==> config.mk <==
export PLATFORM = sky130hd
export DESIGN_NAME = trg_byte_sched
export DESIGN_NICKNAME = d
export VERILOG_FILES = /design/src/rtl/trg_byte_sched.sv
export SDC_FILE = /design/constraint.sdc
export NUM_CORES = 1
export LEC_CHECK = 0
export CORE_ASPECT_RATIO = 1.25
export CORE_UTILIZATION = 35
export CTS_BUF_LIST = sky130_fd_sc_hd__clkbuf_2 sky130_fd_sc_hd__clkbuf_4 sky130_fd_sc_hd__clkbuf_8
export CTS_CLUSTER_DIAMETER = 50
export DETAILED_ROUTE_END_ITERATION = 8
export SETUP_SLACK_MARGIN = 0.5
export SYNTH_ARGS = -nofsm -noshare
export SYNTH_HDL_FRONTEND = slang
export SYNTH_SLANG_ARGS = --single-unit
==> constraint.sdc <==
create_clock -name i_clk -period 3.83 [get_ports i_clk]
set_input_delay 0.5745 -clock i_clk [delete_from_list [all_inputs] [get_ports i_clk]]
set_output_delay 0.5745 -clock i_clk [all_outputs]
set_load 0.05 [all_outputs]
==> src/rtl/trg_byte_sched.sv <==
// trg_byte_sched: two-requester round-robin scheduler that captures the granted
// byte and serialises it LSB-first onto the trigger data/strobe lines.
// Optional feature macro: TRG_SCHED_PARITY_EN appends an even-parity bit period
// after the MSB. Without it only DATA_W bit periods are sent.
module trg_byte_sched #(
  parameter int DATA_W  = 8,
  parameter int BIT_CYC = 2
) (
  input  logic              i_clk,
  input  logic              i_reset,
  input  logic              i_req0,
  input  logic [DATA_W-1:0] i_byte0,
  input  logic              i_req1,
  input  logic [DATA_W-1:0] i_byte1,
  output logic              o_ack0,
  output logic              o_ack1,
  output logic              o_trg_d,
  output logic              o_trg_en,
  output logic              o_active,
  output logic              o_done,
  output logic              o_gnt
);

`ifdef TRG_SCHED_PARITY_EN
  // Data bits plus one trailing parity bit travel through the shift register.
  localparam int NB = DATA_W + 1;
`else
  localparam int NB = DATA_W;
`endif

  // Cycle counter needs at least one bit even when BIT_CYC is 1.
  localparam int CW = (BIT_CYC > 1) ? $clog2(BIT_CYC) : 1;
  localparam int BW = $clog2(DATA_W + 2);

  typedef enum logic [1:0] {
    S_IDLE  = 2'd0,
    S_SHIFT = 2'd1,
    S_DONE  = 2'd2
  } state_t;

  state_t          r_state;
  logic [NB-1:0]   r_sr;
  logic [CW-1:0]   r_cyc;
  logic [BW-1:0]   r_bit;
  logic            r_last;

  logic              w_win_valid;
  logic              w_win;
  logic [DATA_W-1:0] w_sel_byte;
  logic [NB-1:0]     w_load;
  logic [NB-1:0]     w_shifted;
  logic [BW-1:0]     w_bit_next;
  logic              w_period_end;
  logic              w_last_bit;

  // Round-robin pick (tie goes to the requester that did not win last) and
  // next-value helpers for the shift datapath; feeds registers only.
  always_comb begin
    w_win_valid  = i_req0 | i_req1;
    w_win        = (i_req0 & i_req1) ? ~r_last : i_req1;
    w_sel_byte   = w_win ? i_byte1 : i_byte0;
`ifdef TRG_SCHED_PARITY_EN
    w_load       = {^w_sel_byte, w_sel_byte};
`else
    w_load       = w_sel_byte;
`endif
    w_shifted    = r_sr >> 1;
    w_bit_next   = r_bit + 1'b1;
    w_period_end = (r_cyc == CW'(BIT_CYC - 1));
    w_last_bit   = (w_bit_next == BW'(NB));
  end

  // Scheduler FSM with registered outputs; every output reflects the state
  // being entered so the first bit appears together with the ack.
  always_ff @(posedge i_clk or posedge i_reset) begin
    if (i_reset) begin
      r_state  <= S_IDLE;
      r_sr     <= '0;
      r_cyc    <= '0;
      r_bit    <= '0;
      r_last   <= 1'b1;
      o_ack0   <= 1'b0;
      o_ack1   <= 1'b0;
      o_trg_d  <= 1'b0;
      o_trg_en <= 1'b0;
      o_active <= 1'b0;
      o_done   <= 1'b0;
      o_gnt    <= 1'b0;
    end else begin
      // Pulsed outputs default low every cycle.
      o_ack0   <= 1'b0;
      o_ack1   <= 1'b0;
      o_done   <= 1'b0;
      o_trg_en <= 1'b0;
      case (r_state)
        S_IDLE: begin
          o_active <= 1'b0;
          o_trg_d  <= 1'b0;
          if (w_win_valid) begin
            r_sr     <= w_load;
            r_cyc    <= '0;
            r_bit    <= '0;
            r_last   <= w_win;
            o_gnt    <= w_win;
            o_ack0   <= ~w_win;
            o_ack1   <= w_win;
            o_active <= 1'b1;
            o_trg_en <= 1'b1;
            o_trg_d  <= w_load[0];
            r_state  <= S_SHIFT;
          end
        end
        S_SHIFT: begin
          if (w_period_end) begin
            r_cyc <= '0;
            r_sr  <= w_shifted;
            r_bit <= w_bit_next;
            if (w_last_bit) begin
              r_state  <= S_DONE;
              o_done   <= 1'b1;
              o_active <= 1'b0;
              o_trg_d  <= 1'b0;
            end else begin
              o_trg_en <= 1'b1;
              o_trg_d  <= w_shifted[0];
            end
          end else begin
            r_cyc <= r_cyc + 1'b1;
          end
        end
        S_DONE: begin
          r_state <= S_IDLE;
        end
        default: begin
          r_state <= S_IDLE;
        end
      endcase
    end
  end

endmodule
==> results of run 1 <==
## final timing paths
path / from / end / cells after the start
min in group asynchronous: i_reset / r_sr[7] / 2
setup reg to reg: r_state[1] / o_trg_d / 4
max in group asynchronous: i_reset / r_bit[1] / 2
hold / removal: o_gnt / o_gnt / 1
hold reg to reg: o_gnt / o_gnt / 1
setup / recovery: o_trg_d / o_trg_d / 1
## layout make-up
cell class	count	area (µm²)
Fill cell	302	1510
Sequential cell	22	551.8
Multi-Input combinational cell	70	490.5
Timing Repair Buffer	26	260.3
Tap cell	36	45.04
Clock inverter	1	30.03
Clock buffer	3	22.52
Inverter	2	7.507
## report_power, final
part | internal [µW] | switching, µW
registers | 320 | 69.4
clock network | 106 | 73.6
logic | 205 | 279
total | 632 | 422
## layer usage
metal	share of wire, %	track usage, %	vias to the layer above
li1	-	-	396
met1	48	17.85	378
met2	48	24.51	14
met3	3.8	2.619	0
met4	0	4.054	0
met5	0	0	-
## kinds of logic (layout without fill, tap and decap cells)
kind of cell	after synthesis	after routing	share of synthesized area, %
AO/OA/AOI/OAI	28	28	18.20
XOR/XNOR	2	2	1.634
adder cells (fa/ha/maj)	1	1	1.167
buffers and inverters	4	32	2.801
flip-flops	22	22	51.46
multiplexers	13	13	12.84
AND/OR/NAND/NOR	26	26	11.90
## state kept, by name, summed over array words and instances (netlist names)
| signal | count |
|---|---|
| r_state | 2 |
| o_ack1 | 1 |
| o_trg_en | 1 |
| o_ack0 | 1 |
| o_trg_d | 1 |
| r_sr | 7 |
| r_cyc | 1 |
| o_done | 1 |
| o_gnt | 1 |
| o_active | 1 |
| r_last | 1 |
| r_bit | 4 |
## stage by stage
| step | instances | utilization [%] |
|---|---|---|
| 3_3_place_gp | 156 | 46.44 |
| 6_report | 160 | 48.24 |
| 4_1_cts | 160 | 48.24 |
| 2_1_floorplan | 96 | - |
| 3_5_place_dp | 156 | 46.44 |
| 5_1_grt | 160 | 48.24 |
## layout by cell type (no fill, tap or decap)
| cell type | instances |
|---|---|
| nor3_1 | 1 |
| clkbuf_4 | 3 |
| nand3b_1 | 2 |
| or2b_1 | 1 |
| o21ai_0 | 7 |
| mux2_2 | 6 |
| nand3_1 | 2 |
| and2_1 | 1 |
| ha_1 | 1 |
| nand2_1 | 12 |
| o21ai_1 | 5 |
| a211o_2 | 1 |
| dfrtp_1 | 21 |
| mux2i_1 | 7 |
| and2_2 | 1 |
| a21oi_1 | 4 |
| xor2_1 | 1 |
| clkdlybuf4s50_1 | 26 |
| nor2_1 | 3 |
| o221ai_1 | 1 |
| a32o_1 | 1 |
| xnor2_1 | 1 |
| o21ai_2 | 2 |
| o21a_1 | 1 |
| bufinv_16 | 1 |
| inv_1 | 2 |
| a21o_1 | 1 |
| dfstp_2 | 1 |
| a21boi_4 | 1 |
| nor2b_1 | 2 |
| a32oi_1 | 1 |
| a31oi_1 | 1 |
| a21bo_2 | 2 |
| and2b_1 | 1 |
==> metrics.csv, run 1 <==
stage,metric,value,unit
status,status,completed,
logic_synthesis,avgSynthCellArea,11.17,µm²
clock_network,htree_levels,1,
setup_path,worst_setup_path_end_kind,output port,
global_route,grt_pass1_vias,850,
logic_synthesis,synthCells,96,
floorplanning,initial_core_util,36.75,%
clock_network,hold_buffers,0,
clock_network,postCtsResizedCells,0,
logic_synthesis,ys_async_sr_fraction,100.0,%
logic_synthesis,yosysMostFrequentCell,dfrtp_1,
floorplanning,die_x,51.51,µm
detailed_routing,postRouteAntennaNets,0,
placement,dp_slack,1.575,ns
layout,nNetsFinal,146,
logic_synthesis,synth-edff-count,0,
timing,setup_slack,1.767,ns
clock_network,clockBufferDepth,2,
detailed_routing,firstDrtPassIters,3,
logic_synthesis,yosysTopAreaCell,dfrtp_1,
timing,setup-violations-final,0,
timing,hold_ws,0.4994,ns
clock_network,cts_buffers,3,
timing,post-route-period-util,53.86,%
placement,portBuffers,26,
setup_path,cp_slowest_cell,clkdlybuf4s50_1,
clock_network,cts_setup_buffers,0,
logic_synthesis,synthFlopType,dfrtp_1,
setup_path,crit_path_cell_trace,clkdlybuf4s50_1,
timing,rsz0062_at_grt,no,
setup_path,critPathBufInv,1,
placement,place_congestion,0.6750,
job,maxCapViolCount,0,
power_and_ir_drop,power_density,748.1,nW/µm²
placement,placed_area,1355,µm²
setup_path,cp_max_fo,2,
detailed_routing,via_per_inst,4.925,
clock_network,clock-sinks,22,
clock_network,cts_tree,yes,
logic_synthesis,synth_top_area_share,49.01,%
logic_synthesis,syn-cell-area,1072,µm²
setup_path,r2r_setup_slack,2.35,ns
timing,finalHoldViolations,0,
logic_synthesis,synth_fp_nets,117,
setup_path,cp_top_family,buffers and inverters,
global_route,antenna_found_initial,0,
timing,finalClockSkew,0.002292,ns
clock_network,clkSlewWorstSetupHoldPaths,0.13,ns
timing,slew_headroom,44.42,%
global_route,grt_max_degree,23,
floorplanning,die_y,63.89,µm
timing,layout_min_cycle_time,2.063,ns
global_route,grtUsageTotal,14.26,%
logic_synthesis,yosys_warnings,0,
logic_synthesis,synth-seq-area-share,51.46,%
layout,area_growth,31.27,%
timing,worst_pin_slew,0.8328,ns
detailed_routing,vias,788,
setup_path,cp-start-kind,register,
detailed_routing,wl_per_cell,12.08,µm
timing,max_freq,484.7,MHz
timing,drv_slew,0,
global_route,grt-ovfl-total,0,
min_path,hold_path.class,reg -> reg,
placement,dp_hpwl,1411,µm
power_and_ir_drop,leakage,0.0006246,µW
setup_path,max_stage_delay,0.81,ns
timing,setup-tns-final,0,ns
detailed_routing,route.detailed.drc,0,
floorplanning,num_rows,22,
floorplanning,io_pins,27,
detailed_routing,drtIter0Drc,10,
setup_path,cp.required,3.26,ns
clock_network,cts_root_buf,clkbuf_4,
floorplanning,core_area,2918,µm²
clock_network,clk_latency,0.31,ns
logic_synthesis,ys_top_cells_by_count,"dfrtp_1, nand2_1, mux2i_1, o21ai_0, mux2_2",
layout,fin_area,1408,µm²
layout,diodes,0,
logic_synthesis,yosys.cell_types.count,32,
global_route,grt_pass1_wl,3601,µm
detailed_routing,routed_wirelength,1933,µm
power_and_ir_drop,power,1053,µW
layout,drive_gt1_share,14.52,%
power_and_ir_drop,ir_drop,0.3334,mV
floorplanning,dieArea,3290,µm²
logic_synthesis,synth_area_leaders,"dfrtp_1, mux2i_1, mux2_2, nand2_1, o21ai_0",
setup_path,cp_data_arrival_time,1.49,ns
logic_synthesis,ys_ff_latch,22,
setup_path,critPathKind,reg -> out,
(Power assumes the default switching activity.)
==> inputs of run 2 (changes only) <==
- clock period: 3.83 -> 1.7 ns (I/O delays scaled with it)
==> metrics.csv, run 2 (synthesis gave the netlist of run 1 again) <==
stage,metric,value,unit,change
status,violations,design-rule violations,,
detailed_routing,drtIter0Drc,13,,was 10
layout,n_fill_cell,277,,was 302
placement,portBuffers,26,,unchanged
power_and_ir_drop,power,2805,µW,was 1053 µW
layout,area_growth,55.89,%,was 31.27%
setup_path,worst_setup_path_end_kind,register,,was output port
timing,layout_min_cycle_time,1.441,ns,
layout,diodes,0,,unchanged
global_route,grt_max_degree,23,,unchanged
timing,worst_pin_slew,0.2888,ns,was 0.8328 ns
min_path,hold_path.class,in -> async,,was reg -> reg
setup_path,cp.required,1.90,ns,was 3.26 ns
setup_path,ff2ff_path_depth,5,,was 4
clock_network,cts_root_buf,clkbuf_4,,unchanged
timing,max_freq,693.8,MHz,
timing,rsz0062_at_grt,yes,,was no
setup_path,cp_slowest_cell,dfstp_2,,was clkdlybuf4s50_1
clock_network,hold_buffers,0,,unchanged
clock_network,clock-sinks,22,,unchanged
global_route,grt-ovfl-total,0,,unchanged
clock_network,clk_latency,0.31,ns,about the same
job,maxCapViolCount,0,,unchanged
floorplanning,num_rows,22,,unchanged
setup_path,cp_max_fo,4,,was 2
timing,post-route-period-util,84.79,%,
global_route,antenna_found_initial,0,,unchanged
setup_path,max_stage_delay,0.59,ns,was 0.81 ns
clock_network,clkSlewWorstSetupHoldPaths,0.13,ns,about the same
detailed_routing,postRouteAntennaNets,0,,unchanged
detailed_routing,via_per_inst,4.957,,was 4.925
timing,finalClockSkew,0.01353,ns,was 0.002292 ns
clock_network,htree_levels,1,,unchanged
setup_path,cp-start-kind,register,,unchanged
layout,final_cell_mix,"buf_4, dfrtp_1, clkdlybuf4s50_1",,"was clkdlybuf4s50_1, dfrtp_1, nand2_1"
power_and_ir_drop,leakage,0.0007725,µW,was 0.0006246 µW
power_and_ir_drop,ir_drop,0.8405,mV,was 0.3334 mV
timing,setup-violations-final,0,,unchanged
detailed_routing,wl_per_cell,13.31,µm,was 12.08 µm
detailed_routing,vias,917,,was 788
floorplanning,dieArea,3290,µm²,unchanged
global_route,grt_pass1_wl,4146,µm,was 3601 µm
floorplanning,core_area,2918,µm²,unchanged
placement,place_congestion,0.7351,,was 0.6750
timing,finalHoldViolations,0,,unchanged
floorplanning,initial_core_util,36.75,%,unchanged
global_route,grt_pass1_vias,925,,was 850
layout,seq_area,554.3,µm²,was 551.8 µm²
setup_path,worstSetupPathDepth,5,,was 1
floorplanning,die_y,63.89,µm,unchanged
clock_network,clockBufferDepth,2,,unchanged
setup_path,crit_path_cell_trace,a21boi_4 > buf_6 > mux2_4 > mux2i_2 > o21ai_2,,was clkdlybuf4s50_1
timing,setup-tns-final,0,ns,unchanged
setup_path,critPathBufInv,1,,unchanged
setup_path,cp_top_family,flip-flops,,was buffers and inverters
detailed_routing,route.detailed.drc,2,,was 0
power_and_ir_drop,power_density,1678,nW/µm²,was 748.1 nW/µm²
layout,multi_input_area,561.8,µm²,was 490.5 µm²
layout,layout_commonest_cell,buf_4,,was clkdlybuf4s50_1
timing,drv_slew,0,,unchanged
clock_network,cts_buffers,3,,unchanged
layout,top_regs,"r_sr x7, r_bit x4, r_state x2",,unchanged
layout,drive_gt1_share,41.61,%,was 14.52%
detailed_routing,routed_wirelength,2462,µm,was 1933 µm
detailed_routing,firstDrtPassIters,6,,was 3
floorplanning,io_pins,27,,unchanged
placement,dp_hpwl,1548,µm,was 1411 µm
layout,regMostFlops,r_sr,,unchanged
setup_path,cp_data_arrival_time,1.65,ns,was 1.49 ns
global_route,grtUsageTotal,17.03,%,was 14.26%
status,status,"complete, but fails checks",,was completed
timing,slew_headroom,80.75,%,was 44.42%
layout,nNetsFinal,171,,was 146
clock_network,cts_tree,yes,,unchanged
setup_path,critPathKind,reg -> reg,,was reg -> out
layout,largest_register_ffs,7,,unchanged
floorplanning,die_x,51.51,µm,unchanged
[run 2: changes by cell type in the layout (fill, tap and decap cells not counted), sizes merged]
cell           change
buf               +32
bufinv             -1
clkbuf             +1
clkdlybuf4s50      -9
dlygate4sd2        +2
[run 2: worst paths after layout]
| kind | end | slack, ns | from |
|---|---|---|---|
| hold reg to reg | r_sr[4] | 0.50 | r_sr[4] |
| setup / recovery | r_sr[1] | 0.26 | r_last |
| setup reg to reg | r_sr[1] | 0.26 | r_last |
| max in group asynchronous | r_last | 1.16 | i_reset |
| hold / removal | r_sr[6] | 0.26 | i_reset |
| min in group i_clk | r_last | 0.45 | i_req0 |
[run 2: layout make-up]
cell class,count,area share (%)
clock buffers,4,2.171
flip-flops and latches,22,33.16
repair buffers,51,27.92
inverters,2,0.4491
well taps,36,2.695
multi-input cells,70,33.61
[run 2: routing by layer]
metal | routed length [µm] | GRT usage (%)
met1 | 1029 | 19.58
met2 | 1343 | 30.52
met3 | 50 | 2.381
met4 | 40 | 7.095
met5 | 0 | 0
[run 2: stage by stage]
stage | worst slack [ns] | cells | utilization, % | hold WS, ns | instance area [µm²]
after floorplan | 0.4006 | 96 | - | 0.2435 | 1084
after global placement | -0.07344 | 166 | 49.23 | 0.4683 | 1436
after detailed placement | -0.1022 | 166 | 49.23 | 0.4747 | 1436
after CTS | 0.2829 | 179 | 54.63 | 0.2780 | 1594
after global routing | 0.2362 | 185 | 57.29 | 0.3247 | 1672
final | 0.2586 | 185 | 57.29 | 0.2619 | 1672
[run 2: repair_timing]
item / in CTS / in global routing
resized for setup: 23 / 9
pin swaps: 8 / 6
endpoints found under the setup margin: 16 / 18
buffers inserted: 9 / 6
[run 2: where the power goes]
part | switching [µW] | internal [µW] | total [µW]
Sequential | 155 | 724 | 879
Combinational | 793 | 838 | 1630
Clock | 164 | 131 | 295
[run 2: tightest hold or removal path: stages]
cell	delay [ns]
clkdlybuf4s50_1	0.39
inv_1	0.05
buf_4	0.28
